--- config.mk ---
export PLATFORM = sky130hd
export DESIGN_NAME = fpu_denorm_sched_flat
export DESIGN_NICKNAME = d
export VERILOG_FILES = /design/src/rtl/fpu_denorm_sched_if.sv /design/src/rtl/fpu_denorm_sched.sv /design/src/flat_wrapper.sv
export SDC_FILE = /design/constraint.sdc
export NUM_CORES = 1
export LEC_CHECK = 0
export BUFFER_PORTS_ARGS = -buffer_cell sky130_fd_sc_hd__clkbuf_2
export CORE_AREA = 3 3 205 207
export CTS_BUF_LIST = sky130_fd_sc_hd__clkbuf_8
export CTS_CLUSTER_SIZE = 40
export DETAILED_ROUTE_END_ITERATION = 6
export DIE_AREA = 0 0 208 210
export GPL_ROUTABILITY_DRIVEN = 0
export GPL_TIMING_DRIVEN = 0
export PLACE_DENSITY = 0.56
export SYNTH_ARGS = -nofsm -noshare
export SYNTH_HDL_FRONTEND = slang
export SYNTH_SLANG_ARGS = --single-unit
--- constraint.sdc ---
create_clock -name clk -period 15.7 [get_ports clk]
set_input_delay 3.14 -clock clk [delete_from_list [all_inputs] [get_ports clk]]
set_output_delay 3.14 -clock clk [all_outputs]
set_load 0.02 [all_outputs]
--- src/rtl/fpu_denorm_sched_if.sv ---
// Requester-side and result-side handshake bundle for fpu_denorm_sched.
// float_t: [65:64] type (0 HALF, 1 SINGLE, 2 DOUBLE), [63:0] raw IEEE bits right-aligned.
interface fpu_denorm_sched_if #(
    parameter int NUM_REQ = 4,
    parameter int TAG_W   = 6
);
    localparam int ID_W  = $clog2(NUM_REQ);
    localparam int FLT_W = 66;
    // denormalized_t: {mantissa[63:0], original float_t}
    localparam int DN_W  = 64 + FLT_W;

    logic [NUM_REQ-1:0]              req_valid;
    logic [NUM_REQ-1:0]              req_ready;
    logic [NUM_REQ-1:0][FLT_W-1:0]   req_flt;
    logic [NUM_REQ-1:0][TAG_W-1:0]   req_tag;
    logic                            out_valid;
    logic                            out_ready;
    logic [DN_W-1:0]                 out_flt;
    logic [ID_W-1:0]                 out_src;
    logic [TAG_W-1:0]                out_tag;
    logic                            out_err;

    modport master (
        output req_valid, req_flt, req_tag, out_ready,
        input  req_ready, out_valid, out_flt, out_src, out_tag, out_err
    );

    modport slave (
        input  req_valid, req_flt, req_tag, out_ready,
        output req_ready, out_valid, out_flt, out_src, out_tag, out_err
    );
endinterface

--- src/rtl/fpu_denorm_sched.sv ---
// Round-robin shared denormalizer: arbiter into S1 input register, then
// denormalize into the S2 output register. One result per cycle sustained.
module fpu_denorm_sched #(
    parameter int NUM_REQ = 4,
    parameter int TAG_W   = 6
) (
    input  logic                 clk,
    input  logic                 rst,
    input  logic                 flush,
    fpu_denorm_sched_if.slave    bus,
    output logic                 busy
);
    localparam int ID_W  = $clog2(NUM_REQ);
    localparam int FLT_W = 66;
    localparam int DN_W  = 64 + FLT_W;

    typedef enum logic [1:0] {
        FMT_HALF   = 2'd0,
        FMT_SINGLE = 2'd1,
        FMT_DOUBLE = 2'd2
    } fmt_e;

    logic              s1_valid;
    logic [FLT_W-1:0]  s1_flt;
    logic [TAG_W-1:0]  s1_tag;
    logic [ID_W-1:0]   s1_src;

    logic              s2_valid;
    logic [DN_W-1:0]   s2_flt;
    logic [TAG_W-1:0]  s2_tag;
    logic [ID_W-1:0]   s2_src;
    logic              s2_err;

    logic [ID_W-1:0]   rr_ptr;
    logic [ID_W-1:0]   win;
    logic              found;
    int unsigned       idx;
    logic              s2_adv;
    logic              s1_take;
    logic              accept;
    logic [64:0]       dn;

    // {err, mantissa}: implicit leading one, fraction MSB-aligned in 64 bits
    function automatic logic [64:0] denorm(input logic [FLT_W-1:0] f);
        logic [64:0] r;
        r = '0;
        case (f[65:64])
            FMT_HALF:   r = {1'b0, 1'b1, f[9:0],  53'd0};
            FMT_SINGLE: r = {1'b0, 1'b1, f[22:0], 40'd0};
            FMT_DOUBLE: r = {1'b0, 1'b1, f[51:0], 11'd0};
            default:    r = {1'b1, 64'd0};
        endcase
        return r;
    endfunction

    assign s2_adv  = s1_valid & (~s2_valid | bus.out_ready);
    assign s1_take = ~s1_valid | s2_adv;

    always_comb begin
        found = 1'b0;
        win   = '0;
        idx   = 0;
        for (int unsigned k = 0; k < NUM_REQ; k++) begin
            idx = (32'(rr_ptr) + k) % NUM_REQ;
            if (!found && bus.req_valid[idx]) begin
                found = 1'b1;
                win   = ID_W'(idx);
            end
        end
    end

    assign accept        = found & s1_take & ~flush;
    assign bus.req_ready = (accept && !rst) ? (NUM_REQ'(1) << win) : '0;
    assign dn            = denorm(s1_flt);

    always_ff @(posedge clk or posedge rst) begin
        if (rst) begin
            s1_valid <= 1'b0;
            s1_flt   <= '0;
            s1_tag   <= '0;
            s1_src   <= '0;
            s2_valid <= 1'b0;
            s2_flt   <= '0;
            s2_tag   <= '0;
            s2_src   <= '0;
            s2_err   <= 1'b0;
            rr_ptr   <= '0;
        end else if (flush) begin
            s1_valid <= 1'b0;
            s2_valid <= 1'b0;
        end else begin
            if (s2_adv) begin
                s2_valid <= 1'b1;
                s2_flt   <= {dn[63:0], s1_flt};
                s2_err   <= dn[64];
                s2_tag   <= s1_tag;
                s2_src   <= s1_src;
            end else if (s2_valid && bus.out_ready) begin
                s2_valid <= 1'b0;
            end

            if (accept) begin
                s1_valid <= 1'b1;
                s1_flt   <= bus.req_flt[win];
                s1_tag   <= bus.req_tag[win];
                s1_src   <= win;
                rr_ptr   <= (32'(win) == NUM_REQ - 1) ? '0 : win + 1'b1;
            end else if (s1_take) begin
                s1_valid <= 1'b0;
            end
        end
    end

    assign bus.out_valid = s2_valid;
    assign bus.out_flt   = s2_flt;
    assign bus.out_src   = s2_src;
    assign bus.out_tag   = s2_tag;
    assign bus.out_err   = s2_err;
    assign busy          = s1_valid | s2_valid;
endmodule

--- src/flat_wrapper.sv ---
// flat-port wrapper written by rule: the top's interface ports become plain ports
module fpu_denorm_sched_flat 
#(
    parameter int NUM_REQ = 4,
    parameter int TAG_W   = 6
)
  (clk, rst, flush, busy, bus_req_valid, bus_req_flt, bus_req_tag, bus_out_ready, bus_req_ready, bus_out_valid, bus_out_flt, bus_out_src, bus_out_tag, bus_out_err);
  fpu_denorm_sched_if #(.NUM_REQ(NUM_REQ), .TAG_W(TAG_W)) bus_i ();
  input  logic clk;
  input  logic rst;
  input  logic flush;
  output logic busy;
  input wire logic [$bits(bus_i.req_valid)-1:0] bus_req_valid;
  input wire logic [$bits(bus_i.req_flt)-1:0] bus_req_flt;
  input wire logic [$bits(bus_i.req_tag)-1:0] bus_req_tag;
  input wire logic [$bits(bus_i.out_ready)-1:0] bus_out_ready;
  output wire logic [$bits(bus_i.req_ready)-1:0] bus_req_ready;
  output wire logic [$bits(bus_i.out_valid)-1:0] bus_out_valid;
  output wire logic [$bits(bus_i.out_flt)-1:0] bus_out_flt;
  output wire logic [$bits(bus_i.out_src)-1:0] bus_out_src;
  output wire logic [$bits(bus_i.out_tag)-1:0] bus_out_tag;
  output wire logic [$bits(bus_i.out_err)-1:0] bus_out_err;
  assign bus_i.req_valid = bus_req_valid;
  assign bus_i.req_flt = bus_req_flt;
  assign bus_i.req_tag = bus_req_tag;
  assign bus_i.out_ready = bus_out_ready;
  assign bus_req_ready = bus_i.req_ready;
  assign bus_out_valid = bus_i.out_valid;
  assign bus_out_flt = bus_i.out_flt;
  assign bus_out_src = bus_i.out_src;
  assign bus_out_tag = bus_i.out_tag;
  assign bus_out_err = bus_i.out_err;
  fpu_denorm_sched #(.NUM_REQ(NUM_REQ), .TAG_W(TAG_W)) u_core (.clk(clk), .rst(rst), .flush(flush), .bus(bus_i), .busy(busy));
endmodule
==> results.tsv <==
metric	value	unit
numCtsBuffers	39	
timing.critical_path.mode_cell	clkbuf_2	
vias	11300	
drtPass1Iterations	5	
netlist_instances	1210	
power_density	158	nW/um2
antenna_found_initial	1	
drt_iter0_markers	612	
yosysTopAreaCellShare	0.459	
crit_arrival	5.07	ns
htree_levels	2	
path_max_fanout	11	
hp-start	u_core.bus.out_flt[92]	
clkLatencyLatePin	0.55	ns
crit_type	in2out	
fp.dieH	210	um
min_period_over_period	0.523	
synth-main-ff-cell	dfrtp_1	
initial_core_util	0.277	
cts_setup_buffers	0	
port_buffers	429	
viasPerCell	5.02	
grt.total_usage	0.224	
irDropWorstVdd	0.0509	mV
hold_viol	0	
cts_tree	built	
routed-wl-met3	2.61	mm
synth_common_cells	nand2_1, dfrtp_1, mux2i_1, nor2_1, clkbuf_1	
wl_per_cell	22.6	um
ios	441	
max_freq	122	MHz
drv_cap	0	
cts.path.max_buffers	3	
wl_met2	24.0	mm
slowest_stage	a311oi_2	
met1_length	22.8	mm
cts-root-buf	clkbuf_8	
async_flop_share	1.00	
fp-row-count	74	
synth_warnings	0	
grt_pass1_wl	73.7	mm
yosysUniqueCellTypes	41	
drive_gt1_frac	0.362	
start_kind	primary input	
grt_remaining_overflow	0	
ctsHoldBuffers	0	
fp.dieArea	43700	um2
dp_hpwl	39.1	mm
synth.avg_cell_area	9.28	um2
yosys_register_bits	206	
timing.slew.headroom	0.0966	
synth_most_common_cell	nand2_1	
crit_buf_inv	4	
dieWidth	208	um
ant_nets	0	
crit_family	buffers and inverters	
top_layer	met4	
crit_path_end_kind	output pin	
core	40600	um2
grt_max_degree	127	
total_power	2360	uW
synth_edf_count	0	
crit_chain	clkbuf_2 -> nor2b_1 -> a311oi_2 -> nor2_1 -> inv_2 -> buf_2 -> ha_1 -> and3_1 -> clkbuf_2	
wirelength	50.7	mm
clk_pin_slew	0.06	ns
drv_slew	0	
timing.rr.start	u_core.bus.out_valid	
cts-resized-gates	0	
yosysTopAreaCell	dfrtp_1	
hp-class	reg2reg	
status	finished, final reports clean	
grt_pass1_vias	11400	
clkSinkCount	206	
post-place-cells	2182	
final_nets	1991	
p_leak	0.00773	uW
setup_viol	0	
area_delta_synth_final	32.6	%
rsz0062_at_grt	no	
worstMarginPinSlew	1.36	ns
critPathRequiredTime	12.56	ns
tns	0	ns
synth_area	11200	um2
synthTopCellsByArea	dfrtp_1, nand2_1, mux2i_1	
cp_slowest_stage_delay	0.35	ns
period_minus_slack	8.21	ns
startpoint	bus_req_valid[2]	
stdcell_count	2248	
remaining_drc_errors	0	
yosysSeqAreaShare	0.459	
clock_skew	0.0126	ns
==> cell type report <==
class	instances	area, um2
inverter	5	26.3
sequential	206	5150
timing repair buffer	430	2170
clock inverter	13	60.1
tap	532	666
antenna	1	2.50
multi-input combinational	882	5450
buffer	127	638
fill	4267	25700
clock buffer	52	716
==> stage by stage <==
step	util	hold WS [ns]	worst slack, ns	instance area, um2
after global placement	0.347	0.453	2.13	14100
after CTS	0.367	0.464	7.51	14900
final	0.367	0.463	7.49	14900
after detailed placement	0.348	0.448	7.52	14100
after floorplan	-	0.439	4.38	11300
after global routing	0.367	0.488	7.40	14900
==> flip-flops by register name, summed over array words and instances, names as in the netlist <==
| name | count |
|---|---|
| u_core.bus.out_flt | 119 |
| u_core.bus.out_src | 2 |
| u_core.bus.out_err | 1 |
| u_core.bus.out_valid | 1 |
| u_core.rr_ptr | 2 |
| u_core.s1_valid | 1 |
| u_core.bus.out_tag | 6 |
| u_core.s1_flt | 66 |
| u_core.s1_tag | 6 |
| u_core.s1_src | 2 |
==> layout by cell type, fill, tap and decap left out, types with 13 or more instances in the layout <==
master,n
clkbuf_2,429
nand2_1,349
dfrtp_1,206
mux2i_1,73
nor2_1,64
clkbuf_1,62
nand4_1,52
o31ai_1,52
a211o_1,52
clkbuf_8,52
o211ai_2,47
buf_2,35
nand3_1,30
a21oi_1,24
and4_1,20
a211oi_1,20
a211oi_2,20
nor2b_1,14
a221oi_1,13
buf_4,13
==> path summary, 6_finish.rpt <==
kind,end,slack (ns),cells past startpoint
max,bus_req_ready[1],7.49,9
min,u_core.bus.out_flt[92],0.46,2
max reg2reg,u_core.bus.out_flt[129],12.83,6
min reg2reg,u_core.bus.out_flt[92],0.46,2
max in group asynchronous,u_core.s1_flt[25],11.98,3
min in group asynchronous,u_core.bus.out_flt[0],2.64,2
==> power breakdown <==
part           switching [uW]  total, uW  internal [uW]
combinational             613        941            329
clock                     237        531            294
sequential                179        886            707
==> worst register-to-register path, cell delays in order, from the launching register on <==
cell and delay, ns:
dfrtp_1 0.41, nor2b_1 0.18, nor3b_1 0.29, clkbuf_1 0.67, clkbuf_1 0.68, nand3_1 0.35, o21a_1 0.20
==> routing by layer <==
layer  up-vias  track usage
met2       397        0.368
met4         0       0.0623
met3        68       0.0356
li1       5259            -
met5         -            0
met1      5560        0.308
==> cell families after synthesis <==
| family | after synthesis | synth area share |
|---|---|---|
| mux | 73 | 0.0651 |
| compound gates | 249 | 0.197 |
| flops | 206 | 0.459 |
| other cells | 1 | 0.000334 |
| buf+inv | 132 | 0.0585 |
| simple gates | 545 | 0.215 |
| fa+ha+maj | 4 | 0.00446 |
(Power assumes the default switching activity.)
